File: config.mk
export PLATFORM = sky130hd
export DESIGN_NAME = debug_unit_ctrl
export DESIGN_NICKNAME = d
export VERILOG_FILES = /design/src/rtl/dunit_pkg.sv /design/src/rtl/dunit_word_tx.sv /design/src/rtl/debug_unit_ctrl.sv
export SDC_FILE = /design/constraint.sdc
export NUM_CORES = 1
export LEC_CHECK = 0
export CAP_MARGIN = 40
export CORE_UTILIZATION = 50
export DETAILED_ROUTE_END_ITERATION = 8
export GPL_TIMING_DRIVEN = 0
export PLACE_DENSITY = 0.88
export SETUP_SLACK_MARGIN = 0.4
export SYNTH_ARGS = -nofsm -noshare
export SYNTH_HDL_FRONTEND = slang
export SYNTH_SLANG_ARGS = --single-unit
File: constraint.sdc
create_clock -name i_clk -period 2.4 [get_ports i_clk]
set_input_delay 0.48 -clock i_clk [delete_from_list [all_inputs] [get_ports i_clk]]
set_output_delay 0.48 -clock i_clk [all_outputs]
set_load 0.1 [all_outputs]
File: src/rtl/dunit_pkg.sv
// Shared definitions for the debug-unit controller.
//   Command bytes received over the UART, the HALT instruction encoding,
//   the controller state enumeration and the GPR count covered by a dump.
package dunit_pkg;

  localparam logic [7:0]  CMD_LOAD  = 8'h4C;  // 'L'
  localparam logic [7:0]  CMD_RPC   = 8'h52;  // 'R'
  localparam logic [7:0]  CMD_STEP  = 8'h53;  // 'S'
  localparam logic [7:0]  CMD_RUN   = 8'h43;  // 'C'

  localparam logic [31:0] HALT_WORD = 32'h0000_003F;
  localparam int          N_GPR     = 32;

  typedef enum logic [3:0] {
    ST_IDLE,
    ST_LOAD_BYTE,
    ST_LOAD_WRITE,
    ST_RPC,
    ST_STEP,
    ST_RUN,
    ST_DUMP_SET,
    ST_DUMP_CAP,
    ST_DUMP_SEND,
    ST_DUMP_WAIT
  } state_t;

endpackage

File: src/rtl/dunit_word_tx.sv
// Word-to-bytes serialiser for the dump path.
//   load     : capture word and start sending its MSB byte
//   word     : word to serialise
//   tx_done  : transmitter finished the byte in flight
//   tx_data  : byte to transmit (holds until the next tx_start)
//   tx_start : one-cycle start pulse per byte
//   last     : byte in flight is the final one of the word
//   done     : one-cycle pulse after the final byte completed
module dunit_word_tx #(
  parameter int NB_WORD = 32,
  parameter int NB_BYTE = 8
) (
  input  logic               clk,
  input  logic               reset,
  input  logic               load,
  input  logic [NB_WORD-1:0] word,
  input  logic               tx_done,
  output logic [NB_BYTE-1:0] tx_data,
  output logic               tx_start,
  output logic               last,
  output logic               done
);

  localparam int N_BYTES = NB_WORD / NB_BYTE;
  localparam int CNT_W   = $clog2(N_BYTES);

  logic [NB_WORD-1:0] shreg;
  logic [CNT_W-1:0]   cnt;
  logic               busy;

  assign last = (cnt == CNT_W'(N_BYTES - 1));

  always_ff @(posedge clk) begin
    if (reset) begin
      shreg    <= '0;
      cnt      <= '0;
      busy     <= 1'b0;
      tx_data  <= '0;
      tx_start <= 1'b0;
      done     <= 1'b0;
    end else begin
      tx_start <= 1'b0;
      done     <= 1'b0;
      if (load) begin
        tx_data  <= word[NB_WORD-1 -: NB_BYTE];
        shreg    <= word << NB_BYTE;
        cnt      <= '0;
        busy     <= 1'b1;
        tx_start <= 1'b1;
      // a tx_done coinciding with our own start belongs to an older byte
      end else if (busy && tx_done && !tx_start) begin
        if (last) begin
          busy <= 1'b0;
          done <= 1'b1;
        end else begin
          tx_data  <= shreg[NB_WORD-1 -: NB_BYTE];
          shreg    <= shreg << NB_BYTE;
          cnt      <= cnt + CNT_W'(1);
          tx_start <= 1'b1;
        end
      end
    end
  end

endmodule

File: src/rtl/debug_unit_ctrl.sv
// Debug-unit controller: decodes UART command bytes into instruction-memory
// writes, PC reset, single-step / continuous clock enables, and serialises a
// register + data-memory dump back to the UART transmitter.
//   i_rx_data/i_rx_done      : received byte stream
//   o_tx_data/o_tx_start     : byte to transmit, start pulse
//   i_tx_done                : transmitter byte complete
//   i_halt                   : pipeline retired HALT
//   o_dunit_clk_en           : pipeline clock enable
//   o_dunit_reset_pc         : PC reset pulse
//   o_dunit_w_mem            : IMEM write strobe
//   o_dunit_addr             : IMEM byte address / dump select
//   o_dunit_data_if          : IMEM write data
//   i_dunit_reg/_mem_data    : registered read data at o_dunit_addr
module debug_unit_ctrl
  import dunit_pkg::*;
#(
  parameter int NB_REG       = 32,
  parameter int NB_BYTE      = 8,
  parameter int NB_ADDR      = 5,
  parameter int N_IMEM_WORDS = 256,
  parameter int N_DMEM_WORDS = 32
) (
  input  logic               i_clk,
  input  logic               i_reset,
  input  logic [NB_BYTE-1:0] i_rx_data,
  input  logic               i_rx_done,
  output logic [NB_BYTE-1:0] o_tx_data,
  output logic               o_tx_start,
  input  logic               i_tx_done,
  input  logic               i_halt,
  output logic               o_dunit_clk_en,
  output logic               o_dunit_reset_pc,
  output logic               o_dunit_w_mem,
  output logic [NB_REG-1:0]  o_dunit_addr,
  output logic [NB_REG-1:0]  o_dunit_data_if,
  input  logic [NB_REG-1:0]  i_dunit_reg,
  input  logic [NB_REG-1:0]  i_dunit_mem_data
);

  localparam int BPW    = NB_REG / NB_BYTE;
  localparam int BC_W   = $clog2(BPW);
  localparam int PTR_W  = $clog2(N_IMEM_WORDS);
  localparam int N_DUMP = N_GPR + N_DMEM_WORDS;
  localparam int IDX_W  = $clog2(N_DUMP + 1);

  state_t                    state;
  logic [PTR_W-1:0]          ptr;
  logic [BC_W-1:0]           byte_cnt;
  logic [NB_REG-NB_BYTE-1:0] word_lo;   // first three bytes of the word in progress
  logic                      halted;
  logic [IDX_W-1:0]          idx;       // dump word index: GPRs first, then DMEM

  logic              tx_load, tx_last, tx_word_done;
  logic [NB_REG-1:0] tx_word;

  // dump index -> address: GPR index, then DMEM byte address
  function automatic logic [NB_REG-1:0] dump_addr(input logic [IDX_W-1:0] k);
    if (k < IDX_W'(N_GPR)) return NB_REG'(k[NB_ADDR-1:0]);
    return NB_REG'(k - IDX_W'(N_GPR)) << 2;
  endfunction

  // read data has one cycle of latency after DUMP_SET, so capture in DUMP_CAP
  assign tx_load = (state == ST_DUMP_CAP);
  assign tx_word = (idx < IDX_W'(N_GPR)) ? i_dunit_reg : i_dunit_mem_data;

  dunit_word_tx #(.NB_WORD(NB_REG), .NB_BYTE(NB_BYTE)) u_word_tx (
    .clk      (i_clk),
    .reset    (i_reset),
    .load     (tx_load),
    .word     (tx_word),
    .tx_done  (i_tx_done),
    .tx_data  (o_tx_data),
    .tx_start (o_tx_start),
    .last     (tx_last),
    .done     (tx_word_done)
  );

  always_ff @(posedge i_clk) begin
    if (i_reset) begin
      state            <= ST_IDLE;
      ptr              <= '0;
      byte_cnt         <= '0;
      word_lo          <= '0;
      halted           <= 1'b0;
      idx              <= '0;
      o_dunit_clk_en   <= 1'b0;
      o_dunit_reset_pc <= 1'b0;
      o_dunit_w_mem    <= 1'b0;
      o_dunit_addr     <= '0;
      o_dunit_data_if  <= '0;
    end else begin
      case (state)
        ST_IDLE: begin
          if (i_rx_done) begin
            case (i_rx_data)
              CMD_LOAD: begin
                halted   <= 1'b0;
                ptr      <= '0;
                byte_cnt <= '0;
                state    <= ST_LOAD_BYTE;
              end
              CMD_RPC: begin
                o_dunit_reset_pc <= 1'b1;
                halted           <= 1'b0;
                state            <= ST_RPC;
              end
              CMD_STEP, CMD_RUN: begin
                if (halted) begin
                  idx          <= '0;
                  o_dunit_addr <= '0;
                  state        <= ST_DUMP_SET;
                end else begin
                  o_dunit_clk_en <= 1'b1;
                  state          <= (i_rx_data == CMD_STEP) ? ST_STEP : ST_RUN;
                end
              end
              default: ;
            endcase
          end
        end

        ST_LOAD_BYTE: begin
          if (i_rx_done) begin
            word_lo  <= {word_lo[NB_REG-2*NB_BYTE-1:0], i_rx_data};
            byte_cnt <= byte_cnt + BC_W'(1);
            if (byte_cnt == BC_W'(BPW - 1)) begin
              o_dunit_w_mem   <= 1'b1;
              o_dunit_addr    <= NB_REG'({ptr, 2'b00});
              o_dunit_data_if <= {word_lo, i_rx_data};
              state           <= ST_LOAD_WRITE;
            end
          end
        end

        ST_LOAD_WRITE: begin
          o_dunit_w_mem <= 1'b0;
          ptr           <= ptr + PTR_W'(1);
          // no wrap: the last IMEM word ends the load even without HALT
          if (o_dunit_data_if == NB_REG'(HALT_WORD) || ptr == PTR_W'(N_IMEM_WORDS - 1))
            state <= ST_IDLE;
          else
            state <= ST_LOAD_BYTE;
        end

        ST_RPC: begin
          o_dunit_reset_pc <= 1'b0;
          state            <= ST_IDLE;
        end

        ST_STEP: begin
          o_dunit_clk_en <= 1'b0;
          if (i_halt) halted <= 1'b1;
          idx          <= '0;
          o_dunit_addr <= '0;
          state        <= ST_DUMP_SET;
        end

        ST_RUN: begin
          if (i_halt) begin
            o_dunit_clk_en <= 1'b0;
            halted         <= 1'b1;
            idx            <= '0;
            o_dunit_addr   <= '0;
            state          <= ST_DUMP_SET;
          end
        end

        ST_DUMP_SET:  state <= ST_DUMP_CAP;
        ST_DUMP_CAP:  state <= ST_DUMP_SEND;
        ST_DUMP_SEND: state <= ST_DUMP_WAIT;

        ST_DUMP_WAIT: begin
          // serialiser launches the next byte on the same edge
          if (i_tx_done && !tx_last) state <= ST_DUMP_SEND;
          if (tx_word_done) begin
            if (idx == IDX_W'(N_DUMP - 1)) begin
              idx          <= '0;
              o_dunit_addr <= '0;
              state        <= ST_IDLE;
            end else begin
              idx          <= idx + IDX_W'(1);
              o_dunit_addr <= dump_addr(idx + IDX_W'(1));
              state        <= ST_DUMP_SET;
            end
          end
        end

        default: state <= ST_IDLE;
      endcase
    end
  end

endmodule

# After elaboration in Yosys (flattened, before gate mapping)
# Cells that the tools add are included.
[word_totals] ff_bits=150 output_inout_bits=76 wordCells=166
[op_classes] n_addsub=5 order_cmp=2 n_eq_ne=33 n_mux=71 bitwise=2 n_reduce_logical=36
[ops] op="32-bit two-way mux" n=14
[ops] op="32-bit case mux with 5 select lines" n=1
[ops] op="7-bit two-way mux" n=6
[ops] op="8-bit two-way mux" n=5
[ops] op="4-bit case mux with 9 select lines" n=1
[ops] op="32-bit by 6-bit equality test with 1-bit output, second input constant" n=1
[ops] op="8-bit by 7-bit equality test with 1-bit output, second input constant" n=4
[ops] op="7-bit case mux with 4 select lines" n=1
[ops] op="1-bit two-way mux" n=25
[ops] op="4-bit two-way mux" n=6
[ops] op="4-bit by 3-bit equality test with 1-bit output, second input constant" n=4
[ops] op="2-bit != test, second input constant" n=8
[ops] op="8-bit case mux with 2 select lines" n=1
[ops] op="7-bit by 6-bit < comparator with 1-bit output, second input constant" n=2
[ops] op="2-bit nonzero test" n=7
[ops] op="4-bit case mux with 3 select lines" n=1
[ops] op="3-bit AND reduction" n=4
[ops] op="6-bit AND reduction" n=2
[ops] op="2-bit by 1-bit != test with 1-bit output, second input constant" n=5
[ops] op="8-bit by 1-bit adder with 8-bit output, second input constant" n=1
[ops] op="4-bit by 2-bit equality test with 1-bit output, second input constant" n=2
[ops] op="4-bit equality test, second input constant" n=2
[ops] op="8-bit equality test, second input constant" n=1
[ops] op="2-bit two-way mux" n=4
[ops] op="other kinds (26)" n=41

# Logic depth before layout (Yosys ltp)
[depth] ltp_word=11 depth_mapped=9 mapped_depth_nobuf=7

# Modules after synthesis
# Synthesis repeated with hierarchy kept, for this count alone.
[unflattened] cells_unflattened=783 area_unflattened_um2=6636.4
[by_module_without_submodules] mod="debug_unit_ctrl" instances=1 cells_each=600 area_per_inst_um2=4774.6
[by_module_without_submodules] mod="dunit_word_tx" instances=1 cells_each=183 area_per_inst_um2=1861.8

# Worst setup path before layout
# No wires, ideal clock.
[synth_timing] kind="register -> register" start="reg u_word_tx.tx_start" end="reg u_word_tx.cnt[1]" setup_ns=0.131 arrival_time_ns=2.121 required_time_ns=2.269 setup_slack_ns=0.148 path_stages_with_launch=6 n_path_buf=2 synth_period_minus_slack_ns=2.252 cell_sequence="dfxtp_1 > nor4bb_1 > clkbuf_1 > buf_2 > mux2i_1 > nor3_1"
[synth_between] elab_chain_cells=3
[synth_rtl] element="start: declaration" line_no="dunit_word_tx.sv:19" source="output logic tx_start,"
[synth_rtl] element="start signal: assignment" line_no="dunit_word_tx.sv:39" source="tx_start <= 1'b0;"
[synth_rtl] element="start signal: assignment" line_no="dunit_word_tx.sv:42" source="tx_start <= 1'b0;"
[synth_rtl] element="start signal: assignment" line_no="dunit_word_tx.sv:49" source="tx_start <= 1'b1;"
[synth_rtl] element="1-bit logical NOT" line_no="dunit_word_tx.sv:51" source="end else if (busy && tx_done && !tx_start) begin"
[synth_rtl] element="1-bit logical AND" line_no="dunit_word_tx.sv:51"
[synth_rtl] element="2-bit AND reduction (no source line)"
[synth_rtl] element="end signal: assignment" line_no="dunit_word_tx.sv:58" source="cnt <= cnt + CNT_W'(1);"
[synth_rtl] element="end: declaration" line_no="dunit_word_tx.sv:28" source="logic [CNT_W-1:0] cnt;"
# No other way between the ends.
# A chain may end at the register's enable or synchronous reset.

# Worst setup path after layout
[layout_timing] start="reg state[3]" end="reg o_dunit_addr[5]"
[layout_between] elab_chain_cells=3 elab_cells_between_ends=15 cone_classes="11 x eq/ne; 1 x mux; 3 x reduce/logical"
[layout_rtl] element="start: declaration" line_no="debug_unit_ctrl.sv:46" source="state_t state;"
[layout_rtl] element="start signal: assignment" line_no="debug_unit_ctrl.sv:114" source="state <= (i_rx_data == CMD_STEP) ? ST_STEP : ST_RUN;"
[layout_rtl] element="4-bit equality test (tied with other cells)" line_no="debug_unit_ctrl.sv:92" source="case (state)"
[layout_rtl] element="5-bit nonzero test (no source line) (tied with other cells)"
[layout_rtl] element="8-bit AND reduction (no source line)"
[layout_rtl] element="end signal: assignment" line_no="debug_unit_ctrl.sv:128" source="o_dunit_addr <= NB_REG'({ptr, 2'b00});"
[layout_rtl] element="end signal: assignment" line_no="debug_unit_ctrl.sv:182" source="o_dunit_addr <= dump_addr(idx + IDX_W'(1));"
[layout_rtl] element="end: declaration" line_no="debug_unit_ctrl.sv:34" source="output logic [NB_REG-1:0] o_dunit_addr,"
# Parallel ways exist; a longest one is shown, timed or not.

==> summary.txt <==
maximum vdd drop - 0.000403 V
first-pass GRT wire length - 31.5 mm
largest net degree at the start of global routing - 17
FILL cells - 732
Vias/cell - 5.79
dpl hpwl - 13.9 mm
synthesis-to-finish area growth - 56.7%
Pwr Total - 5.15 mW
clock slew at reported path FFs - 0.06 ns
All-Layer GR Usage - 31.7%
R2R Path End - o_dunit_addr[5]$_SDFFE_PP0P_
EDFF count, synth - 0
vias in the first global route - 6382
most common cell after layout, fill and taps aside - nand2_1
final-report setup violation count - 0
Hold Buf Count CTS - 0
Worst EP arrival - 2.33 ns
#FFs+latches synth - 128
Fmax achieved - 495 MHz
Worst-Margin Slew - 0.676 ns
core area - 12000 sq um
Synth Flop Type - dfxtp_1
CTS Root Buffer Type - clkbuf_16
Ports - 153
RePlAce Congestion - 0.930
Synth Area per Inst - 7.98 sq um
most frequent cells in the layout - nand2_1, dfxtp_1, a21oi_1
Worst setup SP type - flip-flop
Synth async-reset ratio - 0%
Reg2Reg Depth - 6
HP Class - primary input to flip-flop
Setup CP Type - flip-flop to flip-flop
row count - 40
drt initial violations - 594
fraction of layout cells with a size suffix above 1 - 20.4%
Die X - 113 um
relative max-transition margin - 54.9%
Synth cell types - 62
starting density of the core - 51.2%
first drt pass iteration count - 5
Tmin final - 2.02 ns
R2R Setup Slk - 0.38 ns
Hold Violations, Final - 0
CP Launch Point - state[3]$_SDFFE_PP0P_
CTS tree - yes
port bufs - 128
post-synthesis instance area - 6120 sq um
run status - completed
Synth Instances - 767
Slew Viols, Final - 0
RSZ-0062 raised after global routing - yes
grt total ovfl - 0
initial antenna violation count - 0
drt drc - 0
reg2reg start - state[3]$_SDFFE_PP0P_
Synth warnings - 0
Setup crit end - o_dunit_addr[5]$_SDFFE_PP0P_
Clock Sinks - 128
number of diodes - 0
die area - 12700 sq um
routed wire length - 20.7 mm
die height - 113 um
register area share after synthesis - 41.9%
maximum capacitance violations - 0
CTS buffer count - 17
NumNets Final - 1080
Worst-Skew Late Latency - 0.42 ns
critical path required time - 2.71 ns
H-tree levels - 4
ANT nets after route - 0
Worst Path Max Fanout - 8
Final Cycle Share - 84.2%
Worst Skew - 0.00665 ns
worst hold margin - 0.409 ns
Leak - 4.03 nW
power per cell area - 536 nW/um^2
CTS max path bufs - 2
CP endpoint kind - flip-flop
DR vias - 6705
post-detailed-route wirelength per cell - 17.9 um
## how the worst min path moves through the flow
stage	start	depth (start not counted)	end
after floorplan	word_lo[16]$_SDFFE_PP0P_	2	o_dunit_data_if[24]$_SDFFE_PP0P_
final	i_rx_data[0]	3	word_lo[0]$_SDFFE_PP0P_
after detailed placement	word_lo[19]$_SDFFE_PP0P_	2	word_lo[19]$_SDFFE_PP0P_
after global routing	i_rx_data[0]	3	state[2]$_SDFFE_PP0P_
after global placement	word_lo[18]$_SDFFE_PP0P_	2	o_dunit_data_if[26]$_SDFFE_PP0P_
after CTS	i_rx_data[0]	3	word_lo[0]$_SDFFE_PP0P_
## per-stage QoR
stage	area (sq um)	instances	worst slack, ns	util [%]	setup TNS [ns]
global placement	7680	1063	-0.419	64.2	-10.48
floorplan	6220	788	0.372	-	0
global route	9590	1159	0.327	80.2	0
finish	9590	1159	0.379	80.2	0
detailed placement	8540	1117	-0.530	71.4	-15.08
CTS	9360	1154	0.211	78.2	0
## state kept, by name, indices dropped and copies added, names as in the netlist, 4 cells and up
signal / count
idx: 7
o_dunit_addr: 10
o_dunit_data_if: 32
ptr: 8
state: 4
u_word_tx.shreg: 24
u_word_tx.tx_data: 8
word_lo: 24
## where the power goes
part	switching [mW]	leakage, nW	internal (mW)
Combinational	0.267	2.71	0.161
Sequential	0.00112	1.03	2.13
Clock	1.11	0.283	1.48
Total	1.38	4.03	3.77
## cells by family (layout without fill, tap and decap cells)
kind of cell               after synthesis  in the layout  share of synthesized area (%)
muxes                                   27             27                           4.43
other                                    1             22                         0.0613
DFF                                    128            128                           41.9
buffers and inverters                   84            308                           6.72
adders and majority gates                4              4                          0.818
and+or+nand+nor                        309            309                           24.1
xor gates and xnor gates                 7              7                           1.00
AOI/OAI and AO/OA                      207            207                           21.0
## what timing repair did
item,4_1_cts,5_1_grt
endpoints found under the setup margin,148,113
setup buffers,5,5
pin swaps,5,5
endpoints found under the hold margin,0,0
gates resized for setup,104,86
## per-layer routing
layer	routed length [um]	GRT usage, %	vias up
li1	-	-	3130
met1	7950	36.0	3144
met2	10600	57.0	359
met3	1470	7.02	72
met4	684	13.7	0
met5	0	0	-
## Yosys cell counts (2+ instances only)
| library cell | count | area share [%] |
|---|---|---|
| nand2_1 | 153 | 9.4 |
| and3b_1 | 3 | 0.43 |
| inv_1 | 6 | 0.37 |
| nor4b_1 | 3 | 0.43 |
| dfxtp_1 | 128 | 42 |
| buf_2 | 5 | 0.41 |
| xnor2_1 | 5 | 0.72 |
| a221o_1 | 2 | 0.33 |
| a311oi_1 | 3 | 0.43 |
| o21ai_0 | 15 | 1.2 |
| a21oi_1 | 102 | 8.3 |
| ha_1 | 4 | 0.82 |
| nand4b_1 | 2 | 0.29 |
| and3_1 | 2 | 0.20 |
| nand3_1 | 20 | 1.6 |
| or4_1 | 2 | 0.25 |
| a32oi_1 | 2 | 0.29 |
| or2_2 | 2 | 0.20 |
| nor2b_1 | 32 | 3.3 |
| xor2_1 | 2 | 0.29 |
| nor3_1 | 10 | 0.82 |
| nor2_1 | 45 | 2.8 |
| a22o_1 | 3 | 0.43 |
| o22ai_1 | 4 | 0.41 |
| nor4_1 | 10 | 1.0 |
| mux2i_1 | 26 | 4.3 |
| o21a_1 | 2 | 0.25 |
| nand2b_1 | 4 | 0.41 |
| or3_1 | 4 | 0.41 |
| buf_4 | 22 | 2.7 |
| nand4_1 | 3 | 0.31 |
| and2_1 | 3 | 0.31 |
| o21ai_1 | 2 | 0.16 |
| a211oi_1 | 55 | 6.7 |
| clkbuf_1 | 50 | 3.1 |
| a31oi_1 | 5 | 0.51 |
## cell type report
type / count / area (sq um) / share of cell area (%)
multi-input combinational: 576 / 3380 / 35.3
sequential: 128 / 2570 / 26.8
timing repair buffer: 192 / 2380 / 24.8
buffer: 78 / 459 / 4.79
clock buffer: 17 / 425 / 4.43
tap: 147 / 184 / 1.92
clock inverter: 15 / 169 / 1.76
inverter: 6 / 22.5 / 0.235
## critical path, cell delays in order (launching register included)
cell	delay, ns
dfxtp_2	0.36
or4_4	0.56
a41o_2	0.29
nand3_4	0.08
nor2_2	0.08
and3b_1	0.20
a221o_1	0.34
No activity file was read; power rests on OpenSTA's default activity.
